**config.mk**
```make
export PLATFORM = sky130hd
export DESIGN_NAME = store_buffer
export DESIGN_NICKNAME = d
export VERILOG_FILES = /design/src/rtl/store_buffer.sv
export SDC_FILE = /design/constraint.sdc
export NUM_CORES = 1
export LEC_CHECK = 0
export CAP_MARGIN = 20
export CORE_MARGIN = 2
export CORE_UTILIZATION = 45
export CTS_CLUSTER_DIAMETER = 40
export CTS_CLUSTER_SIZE = 28
export DETAILED_ROUTE_END_ITERATION = 10
export DONT_BUFFER_PORTS = 1
export HOLD_SLACK_MARGIN = 0.15
export SLEW_MARGIN = 20
export SYNTH_ARGS = -nofsm -noshare
export SYNTH_HDL_FRONTEND = slang
export SYNTH_SLANG_ARGS = --single-unit
```
**constraint.sdc**
```tcl
create_clock -name clk -period 8.2 [get_ports clk]
set_input_delay 1.23 -clock clk [delete_from_list [all_inputs] [get_ports clk]]
set_output_delay 1.23 -clock clk [all_outputs]
set_load 0.005 [all_outputs]
```
**src/rtl/store_buffer.sv**
```systemverilog
// Store buffer between the processor data port and a single-port data RAM.
// Stores queue in a circular FIFO and drain when the RAM port is idle; loads forward from pending stores.
module store_buffer #(
  parameter int DEPTH  = 4,
  parameter int ADDR_W = 9
) (
  input  logic                     clk,
  input  logic                     rst,
  input  logic                     MemRead,
  input  logic                     MemWrite,
  input  logic [31:0]              dAddress,
  input  logic [31:0]              dWriteData,
  output logic [31:0]              dReadData,
  output logic                     stall,
  output logic                     ram_we,
  output logic [ADDR_W-1:0]        ram_addr,
  output logic [31:0]              ram_din,
  input  logic [31:0]              ram_dout,
  output logic [$clog2(DEPTH):0]   count,
  output logic                     empty,
  output logic                     full
);

  localparam int PTR_W = $clog2(DEPTH);
  localparam int CNT_W = PTR_W + 1;

  logic [ADDR_W-1:0] addr_q [DEPTH];
  logic [31:0]       data_q [DEPTH];
  logic [PTR_W-1:0]  head_q, head_d;
  logic [PTR_W-1:0]  tail_q, tail_d;
  logic [CNT_W-1:0]  count_q, count_d;
  logic [ADDR_W-1:0] req_addr;
  logic              enq;
  logic              drain;
  logic [31:0]       fwd_data;
  logic              unused_addr_bits;

  assign req_addr         = dAddress[ADDR_W-1:0];
  assign unused_addr_bits = ^dAddress[31:ADDR_W];

  assign empty = (count_q == '0);
  assign full  = (count_q == CNT_W'(DEPTH));
  assign count = count_q;

  assign stall = MemWrite & full;
  assign enq   = MemWrite & ~full;
  // Loads own the RAM port; the buffer drains only in cycles without a load.
  assign drain = ~empty & ~MemRead;

  assign ram_we   = drain;
  assign ram_addr = drain ? addr_q[head_q] : req_addr;
  assign ram_din  = drain ? data_q[head_q] : '0;

  // Walk oldest to youngest so the last match found is the youngest store.
  always_comb begin
    fwd_data = ram_dout;
    for (int i = 0; i < DEPTH; i++) begin
      if ((CNT_W'(i) < count_q) && (addr_q[head_q + PTR_W'(i)] == req_addr))
        fwd_data = data_q[head_q + PTR_W'(i)];
    end
  end

  assign dReadData = MemRead ? fwd_data : ram_dout;

  always_comb begin
    head_d  = drain ? head_q + PTR_W'(1) : head_q;
    tail_d  = enq ? tail_q + PTR_W'(1) : tail_q;
    count_d = count_q + CNT_W'(enq) - CNT_W'(drain);
  end

  always_ff @(posedge clk or posedge rst) begin
    if (rst) begin
      head_q  <= '0;
      tail_q  <= '0;
      count_q <= '0;
    end else begin
      head_q  <= head_d;
      tail_q  <= tail_d;
      count_q <= count_d;
    end
  end

  // Entry storage is never reset; validity comes only from count_q and head_q.
  always_ff @(posedge clk) begin
    if (enq) begin
      addr_q[tail_q] <= req_addr;
      data_q[tail_q] <= dWriteData;
    end
  end

endmodule

```
==> metrics <==
RSZ-0062 raised after global routing=false; Cell Area, Synth=about 12000 um2; port bufs=0; Crit. End Element=output pin; max-slew violation count=0; CTS max path bufs=2; CP Data Required Time=6.97 ns; IO Pins=180; first-pass GRT wire length=50130 um; met2 Use GR=between 30% and 40%; Tcrit/Tclk final=72.36%; core area=25910 um2; DR vias/cell=between 6 and 7; Area Overhead vs Synth=5.212%; Final nets=1180; startpoint types=flop; overall global routing resource usage=23.49%; ys flop type=edfxtp_1; crit-path cells=buf_4 -> mux4_1 -> xnor2_1 -> nand2_1 -> or3_1 -> buf_4 -> o311a_1 -> a21oi_1; largest net degree at the start of global routing=98; Clock Skews=0.01238 ns; vias post-DR=9107; clk root buf=clkbuf_16; Hold Path Class=in -> async; clk slew on worst S/H paths=0.07 ns; Worst Max-Slew Pin Slew=1.137 ns; row cnt=59; kind of critical path=reg -> out; DRC=0; sequential share of the synthesized area=between 40% and 50%; worst-skew pair later-pin latency=0.42 ns; die area=between 20000 and 30000 um2; Die Width=~170 um; Starting Density=approximately 46%; met1 global-route usage=30.06%; gr busiest metal=met2; met3 Usage GRT=5.601%; syn nets=1262; Slew headroom=24.22%; CP max-delay cell=dfrtp_4; syn_area_per_cell=10.25 um2; register bit count reported by yosys=between 150 and 200; CP Data Arrival Time=between 4 and 5 ns; clock tree sinks=171; initial detailed-routing violation count=~870; Power Dens Cells=353.5 nW/um2; Total Power=0.004393 W; most used cell, CP=buf_4; count of cell types in the netlist=39; min Tclk post-route=5.934 ns; post-route setup TNS=0 ns; Min Hold Slack=0.6254 ns; CP Max Fanout=94; VDD IR max=0.2520 mV; layout cells sized above 1=14.02%; H-tree depth=4; postcts setup bufs=0; drt wl/cell=23.18 um; post-CTS sizing=0; Antenna Nets Post-Route=0; Post-Synthesis Cells=1153; initial antenna violation count=0; CTS tree=yes; gpl congestion=0.7677; vias in the first global route=8753; Die Y=166.0 um; Pleak=4.311 nW; antenna cells=0; Hold-fix buffers, CTS=0; CP max stage delay=0.86 ns; Post-synth ARST share=4.094%; final setup violation count=0; DP HPWL=roughly 19000 um; global route overflow=0; EDFF count, synth=164; status=completed; Fin. Hold Viols=0; drt total wl=about 33000 um; First-pass DRT Iterations=5; TritonCTS Buffers=17; Fmax achieved=168.5 MHz; max-cap violations=0; warnings from Yosys=0
-- synthesized netlist by cell type, drive strengths merged (6+ instances only) --
master | count | share of area [%]
mux2 | 64 | 6.1
mux4 | 36 | 7.3
inv | 13 | 0.41
dfrtp | 7 | 1.5
nor4 | 36 | 2.0
edfxtp | 164 | 42
o22ai | 32 | 1.7
clkbuf | 77 | 2.4
a21oi | 64 | 2.7
xnor2 | 22 | 1.7
xor2 | 18 | 1.3
o21ai | 66 | 2.8
ha | 8 | 0.85
nand2 | 160 | 5.1
mux2i | 64 | 5.4
o311a | 32 | 2.7
and3 | 6 | 0.32
nor2 | 130 | 4.1
buf | 46 | 2.5
o31a | 32 | 2.4
nand4 | 36 | 2.0
o311ai | 32 | 2.4
-- per-stage QoR --
step | std cells | util (%) | cell area (um2) | setup WS (ns)
floorplan | 1153 | - | 11810 | 4.096
global placement | 1387 | 45.76 | 11860 | 2.719
global route | 1419 | 47.96 | 12430 | 2.011
CTS | 1419 | 47.96 | 12430 | 2.249
finish | 1419 | 47.96 | 12430 | 2.266
detailed placement | 1387 | 45.76 | 11860 | 2.716
-- report_power, final --
group	switching (W)	leakage (nW)	internal, W
Clock	0.000343	0.269	0.000437
Sequential	0.000198	1.58	0.00116
Combinational	0.00141	2.46	0.000837
-- cells by family after synthesis --
logic type	Yosys count	share of synthesized area [%]
DFF	171	43.17
xor gates and xnor gates	40	3.029
adders and majority gates	9	1.017
and+or+nand+nor	375	13.89
muxes	164	18.86
AOI/OAI and AO/OA	258	14.66
buffers and inverters	136	5.370
-- worst max-delay path: cells and delay by family, from the launching register on --
| family | cells | cell delay, ns |
|---|---|---|
| XOR/XNOR | 1 | 0.18 |
| AO/OA/AOI/OAI | 2 | 0.68 |
| buffers and inverters | 2 | 1.15 |
| multiplexers | 1 | 0.67 |
| AND/OR/NAND/NOR | 2 | 0.69 |
| flip-flops | 1 | 0.86 |
-- layout by cell type (no fill, tap or decap), drive strengths merged, types with 18 or more instances in the layout --
cell type / netlist / routed
nor4: 36 / 36
mux2: 64 / 64
clkbuf: 77 / 20
edfxtp: 164 / 164
o21ai: 66 / 66
nand2: 160 / 160
buf: 46 / 22
nor2: 130 / 130
mux4: 36 / 36
xor2: 18 / 18
a21oi: 64 / 64
o311ai: 32 / 32
o22ai: 32 / 32
xnor2: 22 / 22
mux2i: 64 / 64
o31a: 32 / 32
o311a: 32 / 32
nand4: 36 / 36
-- sequential cells by signal, summed over array words and instances, names as in the netlist --
name	cells
data_q	128
addr_q	36
count	3
head_q	2
tail_q	2
-- path summary, 6_finish.rpt --
| check | start | end | slack [ns] | cells past startpoint |
|---|---|---|---|---|
| worst max-delay path | head_q[0] | dReadData[16] | 2.27 | 8 |
| worst min-delay path | rst | count[0] | 0.63 | 1 |
| worst max register to register | head_q[0] | head_q[0] | 5.25 | 4 |
| worst min register to register | tail_q[0] | tail_q[0] | 0.64 | 2 |
| max in group asynchronous | rst | head_q[0] | 7.32 | 1 |
| min in group clk | tail_q[0] | tail_q[0] | 0.64 | 2 |
-- metal layers --
metal / up-vias / routed length (um)
met2: 369 / 16090
met1: 4455 / 13610
met3: 54 / 2520
li1: 4229 / -
met5: - / 0
met4: 0 / 664
-- layout make-up --
cell class                 instances  area [um2]
clock inverter                    12       113.9
sequential                       171        5107
inverter                          13       48.80
timing repair buffer              22       165.2
tap                              335       419.2
multi-input combinational        846        6117
fill                            2349       13480
clock buffer                      20       456.7
No activity file was read; power rests on OpenSTA's default activity.
